===== src/rtl/asap_pkg.sv =====
// Shared definitions for the ASAP ER configuration sequencer and immutability monitor.
package asap_pkg;

    localparam int unsigned ADDR_W = 2;
    localparam int unsigned DATA_W = 16;

    typedef enum logic [2:0] {
        ST_IDLE        = 3'd0,
        ST_VALIDATE    = 3'd1,
        ST_LOCKED      = 3'd2,
        ST_UNLOCK_WAIT = 3'd3,
        ST_ERROR       = 3'd4
    } state_t;

    localparam logic [ADDR_W-1:0] ADDR_MIN_STAGE = 2'd0;
    localparam logic [ADDR_W-1:0] ADDR_MAX_STAGE = 2'd1;
    localparam logic [ADDR_W-1:0] ADDR_CTRL      = 2'd2;
    localparam logic [ADDR_W-1:0] ADDR_STATUS    = 2'd3;

    localparam int unsigned CTRL_COMMIT  = 0;
    localparam int unsigned CTRL_UNLOCK  = 1;
    localparam int unsigned CTRL_CLR_CNT = 2;

    localparam logic [1:0] ERR_NONE    = 2'd0;
    localparam logic [1:0] ERR_ORDER   = 2'd1;
    localparam logic [1:0] ERR_ALIGN   = 2'd2;
    localparam logic [1:0] ERR_OVERLAP = 2'd3;

    // Protected regions also used by the immutability monitor.
    localparam logic [DATA_W-1:0] META_MIN_DEF = 16'h0140;
    localparam logic [DATA_W-1:0] META_MAX_DEF = 16'h016A;
    localparam logic [DATA_W-1:0] IVT_MIN_DEF  = 16'hFFE0;

endpackage


===== src/rtl/asap_er_cfg_ctrl_if.sv =====
// Register port bundle for the ASAP ER configuration sequencer.
interface asap_er_cfg_ctrl_if;
    import asap_pkg::*;

    logic              cfg_wr;
    logic              cfg_rd;
    logic [ADDR_W-1:0] cfg_addr;
    logic [DATA_W-1:0] cfg_wdata;
    logic [DATA_W-1:0] cfg_rdata;
    logic              cfg_wr_rej;

    modport master (output cfg_wr, cfg_rd, cfg_addr, cfg_wdata, input cfg_rdata, cfg_wr_rej);
    modport slave  (input cfg_wr, cfg_rd, cfg_addr, cfg_wdata, output cfg_rdata, cfg_wr_rej);

endinterface


===== src/rtl/asap_er_range_check.sv =====
// Combinational validation of a candidate ER against ordering, alignment and protected regions.
module asap_er_range_check
    import asap_pkg::*;
#(
    parameter logic [15:0] META_MIN = META_MIN_DEF,
    parameter logic [15:0] META_MAX = META_MAX_DEF,
    parameter logic [15:0] IVT_MIN  = IVT_MIN_DEF
) (
    input  logic [15:0] lo,
    input  logic [15:0] hi,
    output logic [1:0]  err_c
);

    // Inclusive intersection tests; the IVT runs to the top of memory.
    always_comb begin
        err_c = ERR_NONE;
        if (lo > hi)
            err_c = ERR_ORDER;
        else if (lo[0] || hi[0])
            err_c = ERR_ALIGN;
        else if ((lo <= META_MAX && hi >= META_MIN) || hi >= IVT_MIN)
            err_c = ERR_OVERLAP;
    end

endmodule


===== src/rtl/asap_er_cfg_ctrl.sv =====
// ASAP ER configuration sequencer: stages, validates, commits and locks the monitor ER bounds.
// Optional abort-event counter enabled by defining ASAP_ABORT_CNT_EN.
module asap_er_cfg_ctrl
    import asap_pkg::*;
#(
    parameter logic [15:0]  META_MIN = META_MIN_DEF,
    parameter logic [15:0]  META_MAX = META_MAX_DEF,
    parameter logic [15:0]  IVT_MIN  = IVT_MIN_DEF,
    parameter int unsigned  CNT_W    = 8
) (
    input  logic             clk,
    input  logic             reset,
    asap_er_cfg_ctrl_if.slave bus,
    input  logic [15:0]      pc,
    input  logic             exec,
    output logic [15:0]      er_min,
    output logic [15:0]      er_max,
    output logic             er_locked,
    output logic [1:0]       cfg_err,
    output logic [CNT_W-1:0] abort_cnt
);

    state_t      state;
    logic [15:0] stage_min;
    logic [15:0] stage_max;
    logic [15:0] rdata_q;
    logic        wr_rej_q;
    logic [15:0] rd_mux_c;
    logic [1:0]  chk_err_c;
    logic        wr_stage_c;
    logic        wr_ctrl_c;
    logic        commit_c;
    logic        unlock_c;
    logic        pc_out_c;

    assign wr_stage_c = bus.cfg_wr && (bus.cfg_addr == ADDR_MIN_STAGE || bus.cfg_addr == ADDR_MAX_STAGE);
    assign wr_ctrl_c  = bus.cfg_wr && (bus.cfg_addr == ADDR_CTRL);
    assign commit_c   = wr_ctrl_c && bus.cfg_wdata[CTRL_COMMIT];
    assign unlock_c   = wr_ctrl_c && bus.cfg_wdata[CTRL_UNLOCK];
    assign pc_out_c   = (pc < er_min) || (pc > er_max);

    asap_er_range_check #(
        .META_MIN (META_MIN),
        .META_MAX (META_MAX),
        .IVT_MIN  (IVT_MIN)
    ) u_range_check (
        .lo    (stage_min),
        .hi    (stage_max),
        .err_c (chk_err_c)
    );

    // STATUS reflects register state before any same-cycle write lands.
    always_comb begin
        rd_mux_c = '0;
        case (bus.cfg_addr)
            ADDR_MIN_STAGE: rd_mux_c = stage_min;
            ADDR_MAX_STAGE: rd_mux_c = stage_max;
            ADDR_STATUS:    rd_mux_c = {8'(abort_cnt), 3'(state), cfg_err, er_locked, exec, 1'b0};
            default:        rd_mux_c = '0;
        endcase
    end

    always_ff @(posedge clk) begin
        if (reset) begin
            state     <= ST_IDLE;
            stage_min <= '0;
            stage_max <= '0;
            er_min    <= '0;
            er_max    <= '0;
            er_locked <= 1'b0;
            cfg_err   <= ERR_NONE;
            rdata_q   <= '0;
            wr_rej_q  <= 1'b0;
        end else begin
            wr_rej_q <= 1'b0;
            if (bus.cfg_rd)
                rdata_q <= rd_mux_c;
            case (state)
                ST_IDLE, ST_ERROR: begin
                    if (wr_stage_c) begin
                        if (bus.cfg_addr == ADDR_MIN_STAGE) stage_min <= bus.cfg_wdata;
                        else                                stage_max <= bus.cfg_wdata;
                        state <= ST_IDLE;
                    end else if (commit_c) begin
                        state <= ST_VALIDATE;
                    end
                end
                ST_VALIDATE: begin
                    if (wr_stage_c || commit_c)
                        wr_rej_q <= 1'b1;
                    if (chk_err_c == ERR_NONE) begin
                        state     <= ST_LOCKED;
                        er_min    <= stage_min;
                        er_max    <= stage_max;
                        er_locked <= 1'b1;
                        cfg_err   <= ERR_NONE;
                    end else begin
                        state   <= ST_ERROR;
                        cfg_err <= chk_err_c;
                    end
                end
                ST_LOCKED: begin
                    if (wr_stage_c || commit_c)
                        wr_rej_q <= 1'b1;
                    if (unlock_c)
                        state <= ST_UNLOCK_WAIT;
                end
                ST_UNLOCK_WAIT: begin
                    if (wr_stage_c || commit_c)
                        wr_rej_q <= 1'b1;
                    // Grant is deferred while execution is inside the ER.
                    if (pc_out_c) begin
                        state     <= ST_IDLE;
                        er_locked <= 1'b0;
                    end
                end
                default: state <= ST_IDLE;
            endcase
        end
    end

    assign bus.cfg_rdata  = rdata_q;
    assign bus.cfg_wr_rej = wr_rej_q;

`ifdef ASAP_ABORT_CNT_EN
    logic exec_d;
    logic clr_c;
    logic fall_c;

    assign clr_c  = wr_ctrl_c && bus.cfg_wdata[CTRL_CLR_CNT];
    assign fall_c = exec_d && !exec && (state == ST_LOCKED || state == ST_UNLOCK_WAIT);

    // Saturating abort counter; clear takes priority over a coincident fall.
    always_ff @(posedge clk) begin
        if (reset) begin
            exec_d    <= 1'b0;
            abort_cnt <= '0;
        end else begin
            exec_d <= exec;
            if (clr_c)
                abort_cnt <= '0;
            else if (fall_c && abort_cnt != '1)
                abort_cnt <= abort_cnt + CNT_W'(1);
        end
    end
`else
    assign abort_cnt = '0;
`endif

endmodule

===== src/flat_wrapper.sv =====
// flat-port wrapper written by rule: the top's interface ports become plain ports
module asap_er_cfg_ctrl_flat import asap_pkg::*;
#(
    parameter logic [15:0]  META_MIN = META_MIN_DEF,
    parameter logic [15:0]  META_MAX = META_MAX_DEF,
    parameter logic [15:0]  IVT_MIN  = IVT_MIN_DEF,
    parameter int unsigned  CNT_W    = 8
)
  (clk, reset, pc, exec, er_min, er_max, er_locked, cfg_err, abort_cnt, bus_cfg_wr, bus_cfg_rd, bus_cfg_addr, bus_cfg_wdata, bus_cfg_rdata, bus_cfg_wr_rej);
  asap_er_cfg_ctrl_if bus_i ();
  input  logic clk;
  input  logic reset;
  input  logic [15:0] pc;
  input  logic exec;
  output logic [15:0] er_min;
  output logic [15:0] er_max;
  output logic er_locked;
  output logic [1:0] cfg_err;
  output logic [CNT_W-1:0] abort_cnt;
  input wire logic [$bits(bus_i.cfg_wr)-1:0] bus_cfg_wr;
  input wire logic [$bits(bus_i.cfg_rd)-1:0] bus_cfg_rd;
  input wire logic [$bits(bus_i.cfg_addr)-1:0] bus_cfg_addr;
  input wire logic [$bits(bus_i.cfg_wdata)-1:0] bus_cfg_wdata;
  output wire logic [$bits(bus_i.cfg_rdata)-1:0] bus_cfg_rdata;
  output wire logic [$bits(bus_i.cfg_wr_rej)-1:0] bus_cfg_wr_rej;
  assign bus_i.cfg_wr = bus_cfg_wr;
  assign bus_i.cfg_rd = bus_cfg_rd;
  assign bus_i.cfg_addr = bus_cfg_addr;
  assign bus_i.cfg_wdata = bus_cfg_wdata;
  assign bus_cfg_rdata = bus_i.cfg_rdata;
  assign bus_cfg_wr_rej = bus_i.cfg_wr_rej;
  asap_er_cfg_ctrl #(.META_MIN(META_MIN), .META_MAX(META_MAX), .IVT_MIN(IVT_MIN), .CNT_W(CNT_W)) u_core (.clk(clk), .reset(reset), .bus(bus_i), .pc(pc), .exec(exec), .er_min(er_min), .er_max(er_max), .er_locked(er_locked), .cfg_err(cfg_err), .abort_cnt(abort_cnt));
endmodule

===== config.mk =====
export PLATFORM = sky130hd
export DESIGN_NAME = asap_er_cfg_ctrl_flat
export DESIGN_NICKNAME = d
export VERILOG_FILES = /design/src/rtl/asap_pkg.sv /design/src/rtl/asap_er_cfg_ctrl_if.sv /design/src/rtl/asap_er_range_check.sv /design/src/rtl/asap_er_cfg_ctrl.sv /design/src/flat_wrapper.sv
export SDC_FILE = /design/constraint.sdc
export NUM_CORES = 1
export LEC_CHECK = 0
export CORE_MARGIN = 3
export CORE_UTILIZATION = 30
export DETAILED_ROUTE_END_ITERATION = 16
export PLACE_DENSITY_LB_ADDON = 0.05
export SYNTH_ARGS = -nofsm -noshare
export SYNTH_HDL_FRONTEND = slang
export SYNTH_SLANG_ARGS = --single-unit

===== constraint.sdc =====
create_clock -name clk -period 3.4 [get_ports clk]
set_input_delay 0.51 -clock clk [delete_from_list [all_inputs] [get_ports clk]]
set_output_delay 0.51 -clock clk [all_outputs]
set_load 0.01 [all_outputs]

==> reports/qor.csv <==
metric,value,unit
yosys.area.top_type,dfxtp_1,
antenna_found_initial,0,
cts_buffers,9,
die_y,134,um
hold_buffers,0,
drtPass1Iterations,5,
crit_end,u_core.er_min[8],
postCtsSetupBuffers,0,
start_util,0.307,
ys_warn_count,0,
start_kind,register,
path_cells,"inv_1, ha_1, a21oi_1, o21ai_0, a221oi_1, a21oi_1, nor4b_4, buf_12, mux2i_1",
timing.max_cap.violations,0,
reg2reg_from,u_core.stage_max[9],
rsz0062_at_grt,no,
ys_top_cells_by_area,"dfxtp_1, ha_1, nand2_1",
post_drt_wl_per_cell,15.8,um
min_period_over_period,0.740,
grt_use_total,0.163,
multi_input_comb_area,0.00275,mm^2
reg2reg_slack,0.88,ns
clkLatencyLatePin,0.34,ns
synth_seq_cells,87,
finalHoldViolCount,0,
holdCritPathClass,reg -> reg,
drive_gt1_frac,0.0488,
switching_share,0.266,
cts-root-buf,clkbuf_16,
vias,4355,
cp-end-kind,register,
viasPerCell,4.77,
cts_resized,0,
grt-ovfl-total,0,
synth_ff_type,dfxtp_1,
seq_area_frac_synth,0.357,
dieArea,0.0178,mm^2
max_freq,397,MHz
power_frac_clock,0.403,
fin_nets,779,
drc_errors,0,
core,0.0159,mm^2
ir_drop,0.000199,V
required,3.67,ns
critical_path_buf_inv_count,2,
synth-async-reset-ratio,0,
maxSlewViolCount,0,
reg2reg_to,u_core.er_min[8],
synth-edff-count,0,
grt_max_degree,60,
dp_hpwl,10900,um
startpoint,u_core.stage_max[9],
grt_pass1_vias,4344,
internal_power,1.87,mW
fillCellCount,1668,
yosysTopAreaCellShare,0.357,
critical-path-top-delay-family,compound AO/OA/AOI/OAI gates,
share_comb_of_total_power,0.166,
synth_cell_type_count,44,
rows,46,
crit_type,reg -> reg,
cts_max_level,3,
hold_start,u_core.er_min[2],
worstSetupPathDepth,9,
p_leak,2.16,nW
relSlewSlack,0.533,
period_needed,2.52,ns
diodes,0,
p_sw,0.679,mW
slowest_delay,0.48,ns
post-route-util,0.394,
holdPathStages,2,
worstRegToRegCells,9,
syn-mean-instance-area,7.96,um^2
routed_wl,14500,um
seqPwrFrac,0.431,
clock_sinks,87,
dp_cells,897,
first_iter_violations,183,
final_common_cell,nand2_1,
grt_pass1_wl,23000,um
gp_congestion,0.850,
skew,0.00875,ns
die_width,134,um
ant_nets,0,
regArea,0.00174,mm^2
port_buffers,90,
cellPowerDensity,408,mW/mm^2
critPathSlowestCell,dfxtp_1,
fin_cells,913,
final.setup.worst_slack,0.883,ns
worstPathArrival,2.79,ns
clk_pin_slew_worst_paths,0.06,ns
netlist_area,0.00488,mm^2
cpMostUsedCell,a21oi_1,
layout_common_cells,"nand2_1, clkdlybuf4s50_1, dfxtp_1, a21oi_1, inv_1",
status,finished clean,
dp_slack,0.687,ns
ios,99,
syn_to_final_growth,28.0,%
tns,0,ns
cts_tree,done,
setup_viol,0,
worst_hold_slack,0.478,ns
tightest_slew,0.700,ns
syn_inst,613,
cts_buffer_depth,2,
crit_fanout,34,
[area by class of cell]
cell class	instances	share of cell area
multi-input combinational	442	0.440
tap	216	0.0432
clock inverter	2	0.00600
inverter	53	0.0318
clock buffer	14	0.0438
sequential	87	0.279
timing repair buffer	99	0.156
[routing by layer]
metal  global-route usage  vias to the layer above  wire length (um)
li1                     -                     2227                 -
met1                0.236                     1993              7310
met2                0.232                      115              6050
met3               0.0306                       20               762
met4               0.0766                        0               343
met5                    0                        -                 0
[flip-flops by register name (all words and copies together) (netlist names)]
register and count:
u_core.bus.cfg_rdata 16, u_core.er_max 16, u_core.er_min 16, u_core.stage_max 16, u_core.stage_min 16, u_core.state 3
u_core.cfg_err 2, u_core.bus.cfg_wr_rej 1, u_core.er_locked 1
[Yosys cell counts (10+ instances only)]
master	number
a211oi_1	10
a21oi_1	59
clkbuf_1	24
dfxtp_1	87
ha_1	48
inv_1	52
mux2i_1	32
nand2_1	146
nand3_1	11
nand4_1	11
nor2_1	26
nor2b_1	14
o21ai_0	19
[worst min-delay path: stages, from the launching register on]
cell	delay, ns
dfxtp_1	0.32
nand2_1	0.06
mux2i_1	0.05
[metrics by stage]
stage | area (um^2) | total power [mW]
after floorplan | 4910 | 1.39
final | 6250 | 2.55
after CTS | 6250 | 2.59
after global placement | 5940 | 1.54
after global routing | 6250 | 2.67
after detailed placement | 5940 | 1.55
[cell families after synthesis]
| family | Yosys count | share of synthesized area |
|---|---|---|
| multiplexers | 40 | 0.0841 |
| AO/OA/AOI/OAI | 117 | 0.143 |
| flip-flops | 87 | 0.357 |
| other | 1 | 0.000768 |
| adder cells (fa/ha/maj) | 48 | 0.123 |
| AND/OR/NAND/NOR | 229 | 0.206 |
| buffers and inverters | 91 | 0.0866 |
[power by group through the flow]
stage	logic, mW	clock network, mW	registers, mW
floorplan	0.283	0	1.11
global placement	0.419	0	1.12
detailed placement	0.425	0	1.12
CTS	0.428	1.06	1.10
global route	0.474	1.09	1.11
finish	0.423	1.03	1.10
[worst min path at each step]
stage,endpoint
floorplan,u_core.stage_max[1]
global placement,u_core.er_min[1]
detailed placement,u_core.er_min[2]
CTS,u_core.er_min[2]
global route,u_core.stage_max[3]
finish,u_core.er_min[2]
No activity file was read; power rests on OpenSTA's default activity.
